[src/rtl/if_pkg.sv]
// Shared types and constants for the instruction-fetch front end.
package if_pkg;

  typedef enum logic [1:0] {
    BOOT = 2'd0,
    IDLE = 2'd1,
    REQ  = 2'd2
  } fetch_state_e;

  // Default-width view of one response-buffer entry; the top packs entries
  // in the same {addr, rdata} order for any width.
  typedef struct packed {
    logic [31:0] addr;
    logic [31:0] rdata;
  } fetch_entry_t;

  localparam int unsigned PC_INC = 4;

endpackage

[src/rtl/if_fetch_addr_gen_if.sv]
// Instruction-memory bus and decode-side bus of the fetch front end.
interface if_fetch_addr_gen_if #(
  parameter int unsigned AddrWidth = 32,
  parameter int unsigned DataWidth = 32
);
  // instr_*: a request transfers on a cycle with instr_req_o && instr_gnt_i;
  // instr_addr_o is held stable while instr_req_o waits for instr_gnt_i, and
  // instr_rvalid_i returns one in-order response per granted request.
  // fetch_*: a word transfers on a cycle with fetch_valid_o && fetch_ready_i;
  // fetch_valid_o never depends combinationally on fetch_ready_i.
  logic                 instr_req_o;
  logic [AddrWidth-1:0] instr_addr_o;
  logic                 instr_gnt_i;
  logic                 instr_rvalid_i;
  logic [DataWidth-1:0] instr_rdata_i;
  logic                 fetch_valid_o;
  logic                 fetch_ready_i;
  logic [DataWidth-1:0] fetch_rdata_o;
  logic [AddrWidth-1:0] fetch_addr_o;

  modport master (
    output instr_req_o, instr_addr_o,
    input  instr_gnt_i, instr_rvalid_i, instr_rdata_i,
    output fetch_valid_o, fetch_rdata_o, fetch_addr_o,
    input  fetch_ready_i
  );

  modport slave (
    input  instr_req_o, instr_addr_o,
    output instr_gnt_i, instr_rvalid_i, instr_rdata_i,
    input  fetch_valid_o, fetch_rdata_o, fetch_addr_o,
    output fetch_ready_i
  );
endinterface

[src/rtl/if_fetch_fifo.sv]
// Small synchronous first-word-fall-through FIFO with flush and occupancy count.
module if_fetch_fifo #(
  parameter  int unsigned Width = 32,
  parameter  int unsigned Depth = 2,
  localparam int unsigned PtrW  = (Depth > 1) ? $clog2(Depth) : 1,
  localparam int unsigned CntW  = $clog2(Depth + 1)
) (
  input  logic            clk_i,
  input  logic            rst_ni,
  input  logic            flush_i,
  input  logic            push_i,
  input  logic [Width-1:0] data_i,
  input  logic            pop_i,
  output logic [Width-1:0] data_o,
  output logic            full_o,
  output logic            empty_o,
  output logic [CntW-1:0] count_o
);

  logic [Width-1:0] mem_q [Depth];
  logic [PtrW-1:0]  wr_ptr_q, rd_ptr_q;
  logic [CntW-1:0]  cnt_q;
  logic             do_push, do_pop;

  function automatic logic [PtrW-1:0] ptr_inc(input logic [PtrW-1:0] p);
    return (p == PtrW'(Depth - 1)) ? '0 : p + PtrW'(1);
  endfunction

  assign full_o  = (cnt_q == CntW'(Depth));
  assign empty_o = (cnt_q == '0);
  assign count_o = cnt_q;
  assign data_o  = mem_q[rd_ptr_q];
  assign do_push = push_i && !full_o;
  assign do_pop  = pop_i && !empty_o;

  // Storage is reset so the head reads as zero out of reset.
  always_ff @(posedge clk_i or negedge rst_ni) begin
    if (!rst_ni) begin
      mem_q    <= '{default: '0};
      wr_ptr_q <= '0;
      rd_ptr_q <= '0;
      cnt_q    <= '0;
    end else if (flush_i) begin
      wr_ptr_q <= '0;
      rd_ptr_q <= '0;
      cnt_q    <= '0;
    end else begin
      if (do_push) begin
        mem_q[wr_ptr_q] <= data_i;
        wr_ptr_q        <= ptr_inc(wr_ptr_q);
      end
      if (do_pop) begin
        rd_ptr_q <= ptr_inc(rd_ptr_q);
      end
      cnt_q <= cnt_q + CntW'(do_push) - CntW'(do_pop);
    end
  end

endmodule

[src/rtl/if_fetch_addr_gen.sv]
// IF-stage fetch front end: owns the PC, issues credit-limited memory requests,
// discards responses made stale by redirects and buffers the rest for decode.
module if_fetch_addr_gen
  import if_pkg::*;
#(
  parameter int unsigned AddrWidth = 32,
  parameter int unsigned DataWidth = 32,
  parameter int unsigned Depth     = 2
) (
  input  logic                 clk_i,
  input  logic                 rst_ni,
  input  logic [AddrWidth-1:0] boot_addr_i,
  input  logic                 fetch_enable_i,
  input  logic                 pc_set_i,
  input  logic [AddrWidth-1:0] pc_target_i,
  output logic                 busy_o,
  output fetch_state_e         dbg_state_o,
  if_fetch_addr_gen_if.master  bus
);

  localparam int unsigned CW = $clog2(Depth + 1);

  fetch_state_e         state_q, state_d;
  logic [AddrWidth-1:0] pc_q, pc_d;
  logic                 pend_q, pend_d;
  logic [AddrWidth-1:0] pend_tgt_q, pend_tgt_d;
  logic [CW-1:0]        stale_q, stale_d;

  logic [CW-1:0]        out_cnt, rsp_cnt;
  logic [CW:0]          out_n, rsp_n;
  logic                 credit_n;
  logic                 addr_full, addr_empty, rsp_full, rsp_empty;
  logic [AddrWidth-1:0] addr_head, boot_aligned, tgt_aligned;
  logic                 req, gnt, rv_ok, rsp_push, rsp_pop;
  logic                 unused_low_bits;

  assign boot_aligned    = {boot_addr_i[AddrWidth-1:2], 2'b00};
  assign tgt_aligned     = {pc_target_i[AddrWidth-1:2], 2'b00};
  assign unused_low_bits = ^{boot_addr_i[1:0], pc_target_i[1:0]};

  assign req      = (state_q == REQ);
  assign gnt      = req && bus.instr_gnt_i;
  assign rv_ok    = bus.instr_rvalid_i && !addr_empty;
  assign rsp_push = rv_ok && (stale_q == '0) && !pc_set_i;
  assign rsp_pop  = !rsp_empty && bus.fetch_ready_i && !pc_set_i;

  assign bus.instr_req_o   = req;
  assign bus.instr_addr_o  = pc_q;
  assign bus.fetch_valid_o = !rsp_empty;
  assign busy_o            = req || (out_cnt != '0);
  assign dbg_state_o       = state_q;

  if_fetch_fifo #(.Width(AddrWidth), .Depth(Depth)) u_addr_q (
    .clk_i   (clk_i),
    .rst_ni  (rst_ni),
    .flush_i (1'b0),
    .push_i  (gnt),
    .data_i  (pc_q),
    .pop_i   (rv_ok),
    .data_o  (addr_head),
    .full_o  (addr_full),
    .empty_o (addr_empty),
    .count_o (out_cnt)
  );

  if_fetch_fifo #(.Width(AddrWidth + DataWidth), .Depth(Depth)) u_rsp_q (
    .clk_i   (clk_i),
    .rst_ni  (rst_ni),
    .flush_i (pc_set_i),
    .push_i  (rsp_push),
    .data_i  ({addr_head, bus.instr_rdata_i}),
    .pop_i   (rsp_pop),
    .data_o  ({bus.fetch_addr_o, bus.fetch_rdata_o}),
    .full_o  (rsp_full),
    .empty_o (rsp_empty),
    .count_o (rsp_cnt)
  );

  // Credit is judged on next-cycle occupancy so a freed slot is reissued at once.
  always_comb begin
    out_n = {1'b0, out_cnt} + (CW+1)'(gnt) - (CW+1)'(rv_ok);
    if (pc_set_i) rsp_n = '0;
    else          rsp_n = {1'b0, rsp_cnt} + (CW+1)'(rsp_push) - (CW+1)'(rsp_pop);
    credit_n = ({1'b0, out_n} + {1'b0, rsp_n}) < (CW+2)'(Depth);
  end

  always_comb begin
    state_d    = state_q;
    pc_d       = pc_q;
    pend_d     = pend_q;
    pend_tgt_d = pend_tgt_q;
    stale_d    = stale_q;

    unique case (state_q)
      BOOT:    state_d = IDLE;
      IDLE:    if (fetch_enable_i && credit_n) state_d = REQ;
      REQ:     if (gnt && !(fetch_enable_i && credit_n)) state_d = IDLE;
      default: state_d = BOOT;
    endcase

    // A redirect during an ungranted request is parked until that grant.
    if (state_q == BOOT) begin
      pc_d = boot_aligned;
    end else if (pc_set_i && req && !gnt) begin
      pend_d     = 1'b1;
      pend_tgt_d = tgt_aligned;
    end else if (pc_set_i) begin
      pc_d   = tgt_aligned;
      pend_d = 1'b0;
    end else if (gnt) begin
      pc_d   = pend_q ? pend_tgt_q : pc_q + AddrWidth'(PC_INC);
      pend_d = 1'b0;
    end

    if (pc_set_i) begin
      stale_d = CW'(out_n);
    end else begin
      stale_d = stale_q + CW'(gnt && pend_q) - CW'(rv_ok && (stale_q != '0));
    end
  end

  always_ff @(posedge clk_i or negedge rst_ni) begin
    if (!rst_ni) begin
      state_q    <= BOOT;
      pc_q       <= '0;
      pend_q     <= 1'b0;
      pend_tgt_q <= '0;
      stale_q    <= '0;
    end else begin
      state_q    <= state_d;
      pc_q       <= pc_d;
      pend_q     <= pend_d;
      pend_tgt_q <= pend_tgt_d;
      stale_q    <= stale_d;
    end
  end

  rvalid_with_nothing_outstanding: assert property (
    @(posedge clk_i) disable iff (!rst_ni) !(bus.instr_rvalid_i && addr_empty));
  addr_queue_no_overflow: assert property (
    @(posedge clk_i) disable iff (!rst_ni) !(gnt && addr_full));
  rsp_queue_no_overflow: assert property (
    @(posedge clk_i) disable iff (!rst_ni) !(rsp_push && rsp_full));

endmodule
[src/flat_wrapper.sv]
// flat-port wrapper written by rule: the top's interface ports become plain ports
module if_fetch_addr_gen_flat import if_pkg::*;
#(
  parameter int unsigned AddrWidth = 32,
  parameter int unsigned DataWidth = 32,
  parameter int unsigned Depth     = 2
)
  (clk_i, rst_ni, boot_addr_i, fetch_enable_i, pc_set_i, pc_target_i, busy_o, dbg_state_o, bus_instr_req_o, bus_instr_addr_o, bus_instr_gnt_i, bus_instr_rvalid_i, bus_instr_rdata_i, bus_fetch_valid_o, bus_fetch_rdata_o, bus_fetch_addr_o, bus_fetch_ready_i);
  if_fetch_addr_gen_if #(.AddrWidth(AddrWidth), .DataWidth(DataWidth)) bus_i ();
  input  logic clk_i;
  input  logic rst_ni;
  input  logic [AddrWidth-1:0] boot_addr_i;
  input  logic fetch_enable_i;
  input  logic pc_set_i;
  input  logic [AddrWidth-1:0] pc_target_i;
  output logic busy_o;
  output fetch_state_e dbg_state_o;
  output wire logic [$bits(bus_i.instr_req_o)-1:0] bus_instr_req_o;
  output wire logic [$bits(bus_i.instr_addr_o)-1:0] bus_instr_addr_o;
  input wire logic [$bits(bus_i.instr_gnt_i)-1:0] bus_instr_gnt_i;
  input wire logic [$bits(bus_i.instr_rvalid_i)-1:0] bus_instr_rvalid_i;
  input wire logic [$bits(bus_i.instr_rdata_i)-1:0] bus_instr_rdata_i;
  output wire logic [$bits(bus_i.fetch_valid_o)-1:0] bus_fetch_valid_o;
  output wire logic [$bits(bus_i.fetch_rdata_o)-1:0] bus_fetch_rdata_o;
  output wire logic [$bits(bus_i.fetch_addr_o)-1:0] bus_fetch_addr_o;
  input wire logic [$bits(bus_i.fetch_ready_i)-1:0] bus_fetch_ready_i;
  assign bus_instr_req_o = bus_i.instr_req_o;
  assign bus_instr_addr_o = bus_i.instr_addr_o;
  assign bus_i.instr_gnt_i = bus_instr_gnt_i;
  assign bus_i.instr_rvalid_i = bus_instr_rvalid_i;
  assign bus_i.instr_rdata_i = bus_instr_rdata_i;
  assign bus_fetch_valid_o = bus_i.fetch_valid_o;
  assign bus_fetch_rdata_o = bus_i.fetch_rdata_o;
  assign bus_fetch_addr_o = bus_i.fetch_addr_o;
  assign bus_i.fetch_ready_i = bus_fetch_ready_i;
  if_fetch_addr_gen #(.AddrWidth(AddrWidth), .DataWidth(DataWidth), .Depth(Depth)) u_core (.clk_i(clk_i), .rst_ni(rst_ni), .boot_addr_i(boot_addr_i), .fetch_enable_i(fetch_enable_i), .pc_set_i(pc_set_i), .pc_target_i(pc_target_i), .busy_o(busy_o), .dbg_state_o(dbg_state_o), .bus(bus_i));
endmodule
[config.mk]
export PLATFORM = sky130hd
export DESIGN_NAME = if_fetch_addr_gen_flat
export DESIGN_NICKNAME = d
export VERILOG_FILES = /design/src/rtl/if_pkg.sv /design/src/rtl/if_fetch_addr_gen_if.sv /design/src/rtl/if_fetch_fifo.sv /design/src/rtl/if_fetch_addr_gen.sv /design/src/flat_wrapper.sv
export SDC_FILE = /design/constraint.sdc
export NUM_CORES = 1
export LEC_CHECK = 0
export BUFFER_PORTS_ARGS = -buffer_cell sky130_fd_sc_hd__buf_4
export CORE_AREA = 2 2 153 155
export DETAILED_ROUTE_END_ITERATION = 16
export DIE_AREA = 0 0 155 157
export PLACE_DENSITY = 0.76
export SYNTH_ARGS = -nofsm -noshare
export SYNTH_HDL_FRONTEND = slang
export SYNTH_SLANG_ARGS = --single-unit
export TNS_END_PERCENT = 50
[constraint.sdc]
create_clock -name clk_i -period 4.5 [get_ports clk_i]
set_input_delay 0.45 -clock clk_i [delete_from_list [all_inputs] [get_ports clk_i]]
set_output_delay 0.45 -clock clk_i [all_outputs]
set_load 0.01 [all_outputs]
==> results of run 1 <==
final cells by class:
cell class	instances	area (um2)
Clock buffer	37	783
Timing Repair Buffer	212	1610
Fill cell	1727	7640
Inverter	18	67.6
Tap cell	285	357
Clock inverter	11	133
Multi-Input combinational cell	707	5480
Sequential cell	257	6430
through the flow:
stage | cell area (um2) | worst slack (ns) | hold slack [ns]
5_1_grt | 14900 | 0.666 | 0.151
6_report | 14900 | 0.897 | 0.152
2_1_floorplan | 12300 | 1.06 | 0.154
4_1_cts | 14900 | 0.892 | 0.132
3_5_place_dp | 13900 | 0.937 | 0.464
3_3_place_gp | 13900 | 0.998 | 0.454
registers in the layout, indices dropped and copies added, names as in the netlist:
register,cells
u_core.dbg_state_o,2
u_core.pend_tgt_q,30
u_core.u_rsp_q.count_o,2
u_core.u_rsp_q.mem_q,124
u_core.u_addr_q.wr_ptr_q,1
u_core.pend_q,1
u_core.u_addr_q.count_o,2
u_core.stale_q,2
u_core.u_addr_q.mem_q,60
u_core.u_addr_q.rd_ptr_q,1
u_core.u_rsp_q.rd_ptr_q,1
u_core.u_rsp_q.wr_ptr_q,1
u_core.bus.instr_addr_o,30
timing repair:
| item | in CTS | in global routing |
|---|---|---|
| resized for setup | 0 | 0 |
| hold endpoints to repair | 48 | 0 |
| hold buffers | 1 | 0 |
worst max path at each step:
stage,from,end,slack [ns]
after global placement,pc_set_i,u_core.dbg_state_o[1],1.0
after floorplan,pc_set_i,u_core.dbg_state_o[1],1.06
after detailed placement,pc_set_i,u_core.dbg_state_o[1],0.94
final,u_core.dbg_state_o[0],u_core.dbg_state_o[1],0.90
after global routing,u_core.dbg_state_o[0],u_core.dbg_state_o[1],0.67
after CTS,u_core.dbg_state_o[0],u_core.dbg_state_o[1],0.89
report_power, final:
part	total [mW]	switching, mW	internal [mW]
clock	2.26	0.882	1.38
sequential	3.97	0.780	3.19
combinational	3.53	1.63	1.90
critical path, cell delays in order, from the launching register on:
cell and delay [ns]:
dfrtp_1 0.52, nor2b_1 0.45, nand2_1 0.11, ha_1 0.29, inv_1 0.05, ha_1 0.19, fa_1 0.51, fa_1 0.43
nand3b_1 0.11, a41oi_1 0.05, o211ai_1 0.32, a21boi_0 0.17, mux2_2 0.28
placed cells by master, fill, tap and decap left out, types with 4 or more instances in the layout:
| cell type | count |
|---|---|
| ha_1 | 13 |
| nand3_1 | 19 |
| and3_1 | 10 |
| nor2_1 | 56 |
| inv_1 | 18 |
| o221ai_1 | 7 |
| buf_4 | 209 |
| or3_1 | 7 |
| a221oi_1 | 6 |
| a2bb2oi_1 | 5 |
| mux2_2 | 215 |
| o21ai_0 | 64 |
| o211ai_1 | 4 |
| clkbuf_16 | 27 |
| o22ai_1 | 12 |
| a211oi_1 | 6 |
| a21oi_1 | 61 |
| dfrtp_1 | 256 |
| nand4_1 | 7 |
| nor3_1 | 10 |
| a31oi_1 | 11 |
| conb_1 | 4 |
| xor2_1 | 8 |
| clkbuf_8 | 7 |
| mux2i_1 | 34 |
| xnor2_1 | 10 |
| clkinv_2 | 7 |
| nand2_1 | 68 |
| nor2b_1 | 6 |
layer usage:
metal,up-vias,global-route usage,routed length (um)
met3,46,0.0308,1670
li1,4136,-,-
met4,0,0.0617,613
met5,-,0,0
met2,315,0.361,12800
met1,4404,0.351,13400
cells by family after synthesis:
| logic type | after synthesis | share of synthesized area |
|---|---|---|
| compound gates | 206 | 0.102 |
| xor+xnor | 18 | 0.0128 |
| fa+ha+maj | 16 | 0.0181 |
| buf+inv | 93 | 0.0353 |
| flops | 257 | 0.522 |
| mux | 250 | 0.225 |
| other cells | 1 | 0.000305 |
| simple gates | 213 | 0.0837 |
==> key figures, run 1 <==
Outcome
  – Status: finished clean

STA
  – Clk_skew: 0.0138 ns
  – Final Max Slew Viols: 0
  – RSZ-0062 raised after global routing: false
  – FMAX: 278 MHz
  – Period utilization: 0.801
  – Final setup fails: 0
  – Final Hold Vio Count: 0
  – Total negative slack: 0 ns
  – Slew HR: 0.342
  – Fin crit period: between 3 and 4 ns
  – Worst slew pin tran: just under 1 ns

Setup path
  – R2R Path Start: u_core.dbg_state_o[0]
  – Crit Path Max Fanout: 10
  – Crit start category: flip-flop
  – Setup crit end kind: flip-flop
  – Kind of critical path: reg -> reg
  – Req. time, crit path: 4.90 ns
  – Critical R2R Capture: u_core.dbg_state_o[1]
  – Reg2Reg Depth: 12
  – Setup slack, reg-to-reg: around 0.9 ns
  – Critical path arrival: 4.00 ns

Layout
  – # diodes: 0
  – # nets final: ~1300
  – Layout cell share with drive strength beyond 1: 0.395
  – Core Util, Final: 0.661
  – Fin cells: 1527
  – P&R area growth vs syn: 20.7%

Floorplan
  – Core ar.: between 0.02 and 0.025 mm2
  – Die ar.: 0.0243 mm2
  – Starting Density: 0.547
  – Die height: 157 um
  – Top-Level Pins: 204
  – Num rows: 55
  – Die width: 155 um

Route
  – Routed Wire Length: 28600 um
  – 1st-pass router iterations: 5
  – Vias: 8901
  – Avg Vias per Cell: 5.83
  – WL/cell: 18.7 um
  – Initial drt markers: between 600 and 700
  – Routed Antenna Nets: 0
  – # DRC: 0

Clocking
  – Clock Tree Root: clkbuf_16
  – CTS buffer count: 27
  – Clk slew on worst S/H paths: roughly 0.070 ns
  – CTS HTree Levels: 1
  – Post-CTS Setup Bufs: 0
  – Clk buf depth: 3
  – Clk sink count: 257
  – Worst skew pair latency: 0.52 ns
  – CTS tree: yes

Global routing
  – Vias in the first global route: around 8700
  – Initial antenna violation count: 0
  – Global-route wire length before repair: 45900 um
  – GRT Total Usage: 0.234
  – Grt ovf: 0
  – Largest net degree at the start of global routing: 112

Yosys
  – Area share of the largest cell type after synthesis: 0.522
  – Average size of a mapped cell: about 12 um2
  – Register area share after synthesis: 0.522
  – FF+latch count, synth: 257
  – Most common cell in the netlist: dfrtp_1
  – Mapped Area: 0.0123 mm2
  – Area leader, netlist: dfrtp_1
  – Post-synth ARST share: 1.00
  – Main synth FF type: dfrtp_1
  – Post-synthesis cell count: 1054
  – Yosys cell types: 67
  – Yosys Warn Count: 0
  – Top post-synthesis cells by count: 257 x dfrtp_1, 215 x mux2_2, 68 x nand2_1, 64 x o21ai_0, 61 x a21oi_1
  – Largest cells by area after synthesis: dfrtp_1 52%, mux2_2 20%, mux2i_1 2.8%
  – Post-synth EDFFs: 0

Worst hold path
  – Hold path depth: 3
  – HP Class: in -> reg
  – Hold_sp: pc_target_i[7]
  – WHS Endpoint: u_core.pend_tgt_q[7]

Flow run
  – Max cap viols: 0

Pwr
  – Peak supply drop: 383 uV
  – Power per cell area: 656 mW/mm2
  – Leak Pwr: roughly 7 nW
  – Pwr Total: 9.76 mW

Placed design
  – Cells after DPL: 1478
  – GPL Wtd Cong: 0.888
  – Hpwl dp: 19300 um
  – Port Buffers: slightly below 200
Power figures use the tool's default switching activity.
==> inputs of run 2 (changes only) <==
- CORE_AREA: 2 2 153 155 -> 2 2 159 161
- DIE_AREA: 0 0 155 157 -> 0 0 161 163
- PLACE_DENSITY: 0.76 -> 0.74
- clock period: 4.5 -> 3.2 ns (I/O delays scaled with it)
==> run 2 against run 1 <==
  * Die area increased by 7.8%
  * Combinational power increased by 49%
  * Critical endpoint is now u_core.dbg_state_o[0]
  * Non-clock buffer count increased by 26
  * Largest power group unchanged
  * Utilization decreased by 4.1 points
==> key figures, run 2 (synthesis results as in run 1) <==
Outcome
  – Status: finished clean (unchanged)

Pwr
  – Power Internal: 9.34 mW (was 6.47 mW)
  – Peak supply drop: 395 uV (was 383 uV)
  – Net Sw Power: 4.71 mW (was 3.29 mW)
  – Clock Power Share: 0.233 (was 0.232)
  – Leak Pwr: 7.15 nW (was 6.99 nW)
  – Logic gate share of total power: 0.374 (was 0.361)
  – Power per cell area: 920 mW/mm2 (was 656 mW/mm2)
  – Net Sw Frac: 0.335 (was 0.337)
  – Sequential share of power: 0.393 (was 0.407)

Floorplan
  – Die height: 163 um (was 157 um)
  – Core ar.: 0.0247 mm2 (was 0.0225 mm2)
  – Die ar.: 0.0262 mm2 (was 0.0243 mm2)
  – Starting Density: 0.499 (was 0.547)
  – Top-Level Pins: 204 (unchanged)
  – Die width: 161 um (was 155 um)
  – Num rows: 58 (was 55)

Clocking
  – Worst skew pair latency: 0.54 ns (was 0.52 ns)
  – Clk buf depth: 3 (unchanged)
  – CTS buffer count: 28 (was 27)
  – Clock Tree Root: clkbuf_16 (unchanged)
  – Clk slew on worst S/H paths: 0.06 ns (was 0.07 ns)
  – Clk sink count: 257 (unchanged)
  – CTS tree: yes (unchanged)
  – CTS HTree Levels: 1 (unchanged)

Setup path
  – Critical R2R Capture: u_core.dbg_state_o[0] (was u_core.dbg_state_o[1])
  – Kind of critical path: reg -> reg (unchanged)
  – Crit-path max cell delay: 0.50 ns (was 0.52 ns)
  – Crit start category: flip-flop (unchanged)
  – Reg2Reg Depth: 15 (was 12)
  – CP max-delay cell: fa_1 (was dfrtp_1)
  – Setup crit end kind: flip-flop (unchanged)
  – R2R Path Start: u_core.stale_q[1] (was u_core.dbg_state_o[0])
  – Critical path arrival: 3.53 ns (was 4.00 ns)
  – Crit Path Max Fanout: 3 (was 10)
  – Most used cell, CP: buf_4
  – Setup slack, reg-to-reg: 0.09 ns (was 0.90 ns)
  – Crit path cell chain: nor3_2 > buf_4 > nand2_1 > ha_1 > inv_1 > ha_2 > fa_1 > nor2b_4 > fa_2 > nor2_2 > o211ai_1 > buf_4 > a21boi_2 > buf_4 > o22ai_2 (was nor2b_1 > nand2_1 > ha_1 > inv_1 > ha_1 > fa_1 > fa_1 > nand3b_1 > a41oi_1 > o211ai_1 > a21boi_0 > mux2_2)
  – Req. time, crit path: 3.62 ns (was 4.90 ns)

Layout
  – Largest register by flop count: u_core.u_rsp_q.mem_q (unchanged)
  – Core Util, Final: 0.619 (was 0.661)
  – Commonest non-fill, non-tap cell in the layout: dfrtp_1 (unchanged)
  – Max reg flops: 124 (unchanged)
  – Most frequent cells in the layout: 256 x dfrtp_1, 228 x buf_4, 215 x mux2_2 (was 256 x dfrtp_1, 215 x mux2_2, 209 x buf_4)
  – # diodes: 0 (unchanged)
  – Layout cell share with drive strength beyond 1: 0.414 (was 0.395)
  – Fill count: 1956 (was 1727)
  – P&R area growth vs syn: 24.1% (was 20.7%)
  – Finished Cell Area: 0.0153 mm2 (was 0.0149 mm2)
  – Biggest regs: u_core.u_rsp_q.mem_q (124), u_core.u_addr_q.mem_q (60) (unchanged)
  – # nets final: 1369 (was 1342)

STA
  – FMAX: 322 MHz (was 278 MHz)
  – Worst Slack Setup Final: 0.0904 ns (was 0.897 ns)
  – Clk_skew: 0.0169 ns (was 0.0138 ns)
  – Final Hold Vio Count: 0 (unchanged)
  – Fin crit period: 3.11 ns (was 3.60 ns)
  – Worst slew pin tran: 0.835 ns (was 0.987 ns)
  – Period utilization: 0.972 (was 0.801)
  – Total negative slack: 0 ns (unchanged)
  – Slew HR: 0.442 (was 0.342)
  – RSZ-0062 raised after global routing: true (was false)
  – Final setup fails: 0 (unchanged)
  – Final Max Slew Viols: 0 (unchanged)

Placed design
  – Port Buffers: 195 (unchanged)
  – GPL Wtd Cong: 0.876 (was 0.888)
  – Hpwl dp: 19900 um (was 19300 um)
  – Placed inst area: 0.0142 mm2 (was 0.0139 mm2)
  – Dpl ws: -0.138 ns (was 0.937 ns)

Worst hold path
  – WHS Endpoint: u_core.pend_tgt_q[4] (was u_core.pend_tgt_q[7])
  – HP Class: in -> reg (unchanged)
  – Hold path depth: 2 (was 3)
  – Hold_sp: pc_target_i[4] (was pc_target_i[7])

Flow run
  – Max cap viols: 0 (unchanged)

Route
  – 1st-pass router iterations: 5 (unchanged)
  – Routed Antenna Nets: 0 (unchanged)
  – Routed Wire Length: 29400 um (was 28600 um)
  – Initial drt markers: 586 (was 632)
  – # DRC: 0 (unchanged)
  – WL/cell: 18.4 um (was 18.7 um)
  – Vias: 8972 (was 8901)
  – Avg Vias per Cell: 5.61 (was 5.83)

Global routing
  – Initial antenna violation count: 0 (unchanged)
  – Global-route wire length before repair: 47100 um (was 45900 um)
  – Largest net degree at the start of global routing: 93 (was 112)
  – Vias in the first global route: 8805 (was 8732)
  – GRT Total Usage: 0.222 (was 0.234)
  – Grt ovf: 0 (unchanged)
## run 2: cell count changes in the layout (fill, tap and decap cells not counted), sizes merged
cell         delta
buf            +24
clkbuf          +4
clkinv          -4
dlygate4sd3     +2
## run 2: power by group through the flow
stage | clock network, mW | registers [mW] | logic (mW)
floorplan | 0 | 5.28 | 3.19
global placement | 0 | 5.47 | 5.05
detailed placement | 0 | 5.54 | 5.15
CTS | 3.35 | 5.50 | 5.23
global route | 3.49 | 5.68 | 5.74
finish | 3.28 | 5.52 | 5.26
## run 2: routing by layer
layer / vias to the layer above / track usage / wire, um
met1: 4426 / 0.325 / 13800
met5: - / 0 / 0
li1: 4200 / - / -
met2: 301 / 0.352 / 13300
met3: 45 / 0.0341 / 1810
met4: 0 / 0.0507 / 503
## run 2: worst max path at each step
stage | from | end | slack, ns | cells after the start
6_report | u_core.stale_q[1] | u_core.dbg_state_o[0] | 0.09 | 15
5_1_grt | u_core.u_addr_q.count_o[1] | u_core.dbg_state_o[0] | -0.04 | 14
4_1_cts | u_core.u_rsp_q.count_o[1] | u_core.dbg_state_o[1] | 0.002 | 14
3_5_place_dp | pc_set_i | u_core.dbg_state_o[1] | -0.14 | 15
3_3_place_gp | pc_set_i | u_core.dbg_state_o[1] | -0.07 | 15
2_1_floorplan | pc_set_i | u_core.dbg_state_o[1] | 0.03 | 14
## run 2: stage by stage
step           std cells  hold WS [ns]  power (mW)
3_3_place_gp        1544         0.372        10.5
6_report            1598        0.0193        14.1
5_1_grt             1598        0.0101        14.9
4_1_cts             1596       0.00380        14.1
2_1_floorplan       1057        0.0244        8.47
3_5_place_dp        1544         0.382        10.7
## run 2: repair_timing
item / in CTS / in global routing
setup endpoints to repair: 1 / 2
pin swaps: 2 / 10
endpoints found under the hold margin: 86 / 0
buffers inserted: 1 / 2
hold buffers: 3 / 0
gates resized for setup: 5 / 12
## run 2: critical path, delay by kind of cell (launching register included)
kind	cells	cell delay, ns
fa+ha+maj	4	1.37
flops	1	0.38
simple gates	4	0.47
buf+inv	4	0.46
compound gates	3	0.29
## run 2: layout make-up
| class | count | area, um2 | share of cell area |
|---|---|---|---|
| Clock buffer | 41 | 831 | 0.0544 |
| Inverter | 18 | 67.6 | 0.00442 |
| Multi-Input combinational cell | 707 | 5550 | 0.364 |
| Clock inverter | 7 | 113 | 0.00737 |
| Sequential cell | 257 | 6430 | 0.421 |
| Tap cell | 330 | 413 | 0.0270 |
| Timing Repair Buffer | 238 | 1870 | 0.122 |
